[src/rtl/rr_arbiter4.sv]
// rr_arbiter4: four-way round-robin arbiter with registered one-hot grant and a hold-time limit
module rr_arbiter4 #(
  parameter int MAX_HOLD = 15
) (
  input  logic       clk,
  input  logic       rst,
  input  logic [3:0] req,
  input  logic       done,
  output logic [3:0] gnt,
  output logic [1:0] gnt_id,
  output logic       busy,
  output logic       timeout
);
  typedef enum logic {IDLE, GRANT} state_t;
  state_t state;
  logic [1:0] ptr, win;
  logic [3:0] hold, rot;
  logic owner_req, at_limit, release_now;
  // Rotate so bit 0 is the highest-priority requester, then pick the first set bit
  assign rot = 4'({req, req} >> ptr);
  assign win = ptr + (rot[0] ? 2'd0 : rot[1] ? 2'd1 : rot[2] ? 2'd2 : 2'd3);
  assign owner_req = req[gnt_id];
  assign at_limit = hold == 4'(MAX_HOLD);
  assign release_now = done || !owner_req || at_limit;
  always_ff @(posedge clk or posedge rst) begin
    if (rst) begin
      state   <= IDLE;
      ptr     <= 2'd0;
      hold    <= 4'd0;
      gnt     <= 4'd0;
      gnt_id  <= 2'd0;
      busy    <= 1'b0;
      timeout <= 1'b0;
    end else begin
      timeout <= 1'b0;
      if (state == IDLE) begin
        if (|req) begin
          state  <= GRANT;
          gnt    <= 4'b1 << win;
          gnt_id <= win;
          busy   <= 1'b1;
          hold   <= 4'd1;
        end
      end else if (release_now) begin
        state   <= IDLE;
        gnt     <= 4'd0;
        gnt_id  <= 2'd0;
        busy    <= 1'b0;
        hold    <= 4'd0;
        ptr     <= gnt_id + 2'd1;
        timeout <= at_limit && !done && owner_req;
      end else begin
        hold <= hold + 4'd1;
      end
    end
  end
endmodule

[config.mk]
export PLATFORM = sky130hd
export DESIGN_NAME = rr_arbiter4
export DESIGN_NICKNAME = d
export VERILOG_FILES = /design/src/rtl/rr_arbiter4.sv
export SDC_FILE = /design/constraint.sdc
export NUM_CORES = 1
export LEC_CHECK = 0
export BUFFER_PORTS_ARGS = -buffer_cell sky130_fd_sc_hd__buf_2
export CORE_UTILIZATION = 25
export CTS_BUF_LIST = sky130_fd_sc_hd__clkbuf_4 sky130_fd_sc_hd__clkbuf_8 sky130_fd_sc_hd__clkbuf_16
export DETAILED_ROUTE_END_ITERATION = 16
export PLACE_DENSITY = 0.41
export REMOVE_ABC_BUFFERS = 1
export SLEW_MARGIN = 20
export SYNTH_ARGS = -nofsm -noshare
export SYNTH_HDL_FRONTEND = slang
export SYNTH_SLANG_ARGS = --single-unit
[constraint.sdc]
create_clock -name clk -period 2.1 [get_ports clk]
set_input_delay 0.42 -clock clk [delete_from_list [all_inputs] [get_ports clk]]
set_output_delay 0.42 -clock clk [all_outputs]
set_load 0.02 [all_outputs]
==> metrics.txt <==
GPL Wtd Cong=0.697; final worst-path cycle share=0.920; min Tclk post-route=around 1.9 ns; Post-Place Cell Area=approximately 1100 um^2; YS warnings=0; Chip Width=a little over 60 um; clk slew on worst S/H paths=roughly 0.080 ns; share of the yosys chip area belonging to registers=0.429; Post-synth top flop=dfrtp_1; final WL=1800 um; critical path, cell by cell=nand2b_1 > o22ai_1 > o21ai_1 > o311ai_1 > ha_2 > nand2_1 > or3_1 > nand4_4 > a32o_2; CTS max path bufs=2; vias in the first global route=627; share of the synthesized area in the top cell type=0.429; flip-flop and latch area=between 300 and 400 um^2; die area=~3700 um^2; total CTS buffers=3; IO Port Bufs=14; worst min-delay path class=in2async; cell taking the most area after synthesis=dfrtp_1; Slew @ Worst Pin=0.571 ns; Power Dens Cells=1260 nW/um^2; Die H=a little over 60 um; Fin. Hold Viols=0; post-route cell area=around 1100 um^2; first-iteration detailed-routing DRC count=31; most frequent cells in the layout=dfrtp_1 (14), buf_2 (14), buf_4 (9), nand2_1 (6), inv_1 (5); EDFF count, synth=0; via count=730; Filler Cell Count=~370; Fmax=about 520 MHz; Critical Path RT=2.32 ns; Post-Syn Area=~900 um^2; kind of critical path=reg2reg; RSZ-0062 raised after global routing=false; max-slew violation count=0; max_slew headroom=0.619; CTS tree=built; post-synthesis register bit count=15; Critical Path AT=roughly 2.2 ns; Synth cell types=37; Inst Count DP=roughly 150; Max FO, Critical Path=8; area grow syn2layout=25.9%; HPWL Detailed=1380 um; Setup Skew=0.00150 ns; first-pass GRT wire length=just under 3000 um; antenna violations before repair=0; gr usage total=0.110; Layout Nets=116; status=complete, no violations; Root Buffer=clkbuf_4; clock sink count=15; setup violators final=0; remaining global-route overflow=0; slowest stage delay, CP=~0.45 ns; antenna cells=0; Post-synth ARST share=1.00; via/cell ratio=slightly below 5; Core Region=roughly 3300 um^2; # rows=21; max_cap viols=0; Mapped Avg Cell Area=10.9 um^2; Fin Hold WS=about 0.19 ns; nature of the critical path startpoint=flop; Worst-Skew Late Latency=approximately 0.27 ns; wire per inst=about 12 um; Worst setup EP type=flop; largest net degree at the start of global routing=16; Syn Inst Count=80; Starting Density=0.262; area occupied by multi-input gates=roughly 480 um^2; # IOs=15; VDD IR-drop max=~0.56 mV; non-filler instance count after layout=152; residual DRC count=0; Leak=approximately 0.53 nW; H-tree depth=1; share of cells above drive strength 1=0.377; DR pass1 iterations=4; ranking of synthesized cells by area=dfrtp_1 (43%), mux2_4 (5.2%), a22o_1 (3.0%); Critical-path top delay cell=dfrtp_2; Final ANT Viol Nets=0
[where the power goes]
group / switching (mW) / total, mW / leakage [nW] / internal (mW)
sequential: 0.111 / 0.499 / 0.193 / 0.388
clock: 0.0837 / 0.170 / 0.0184 / 0.0864
combinational: 0.369 / 0.717 / 0.321 / 0.348
[worst paths after layout]
path / start / to / slack, ns / cells after the start
min in group clk: busy / busy / 0.49 / 1
min reg2reg: busy / busy / 0.49 / 1
min: rst / timeout / 0.19 / 2
max: ptr[0] / gnt[3] / 0.17 / 9
max in group asynchronous: rst / ptr[0] / 1.50 / 2
max reg2reg: ptr[0] / gnt[3] / 0.17 / 9
[repair_timing]
action	in CTS	in global routing
setup endpoints to repair	1	5
hold buffers	0	0
resized for setup	1	5
hold endpoints to repair	0	0
pin swaps	0	1
buffers inserted	0	1
[synth_stat cells, types with 2 or more instances]
cell type and number:
dfrtp_1 15, ha_1 2, nor3_1 3, o311ai_0 2, o2bb2ai_1 2, nand2_1 6
a22o_1 3, nand3_1 2, or3_1 3, o21ai_0 3, o21ai_2 2, inv_1 5
mux2_4 3, nor2_1 3, nor2b_1 4
[state kept, by name, summed over array words and instances, names as in the netlist]
register,cells
busy,1
gnt,4
gnt_id,2
hold,4
ptr,2
state,1
timeout,1
[stage by stage]
stage	utilization	TNS (ns)	worst slack [ns]	power, mW
2_1_floorplan	-	0	0.156	0.968
3_3_place_gp	0.315	-0.111	-0.0398	1.19
3_5_place_dp	0.315	-0.124	-0.0517	1.19
4_1_cts	0.324	0	0.0274	1.37
5_1_grt	0.330	0	0.0215	1.52
6_report	0.330	0	0.168	1.39
[final cells by class]
cell class,count,share of cell area
multi-input cells,59,0.436
well taps,46,0.0523
flip-flops and latches,15,0.342
inverters,5,0.0170
repair buffers,23,0.125
clock buffers,4,0.0273
[critical path, delay by kind of cell, from the launching register on]
kind	cells	cell delay, ns
flops	1	0.45
fa+ha+maj	1	0.26
compound gates	4	0.47
simple gates	4	0.69
[metal layers]
metal	part of all wire	vias up	track usage	wire length [um]
met3	0.035	2	0.0210	64
met4	0.0067	0	0.0487	12
met1	0.48	360	0.156	870
li1	-	353	-	-
met2	0.47	15	0.165	855
met5	0	-	0	0
[cell families (layout without fill, tap and decap cells)]
family	after synthesis	after routing	share of synthesized area
DFF	15	15	0.429
and+or+nand+nor	29	29	0.200
buffers and inverters	6	32	0.0343
muxes	6	6	0.0887
adders and majority gates	2	2	0.0286
AOI/OAI and AO/OA	21	21	0.209
xor gates and xnor gates	1	1	0.0100
No activity file was read; power rests on OpenSTA's default activity.
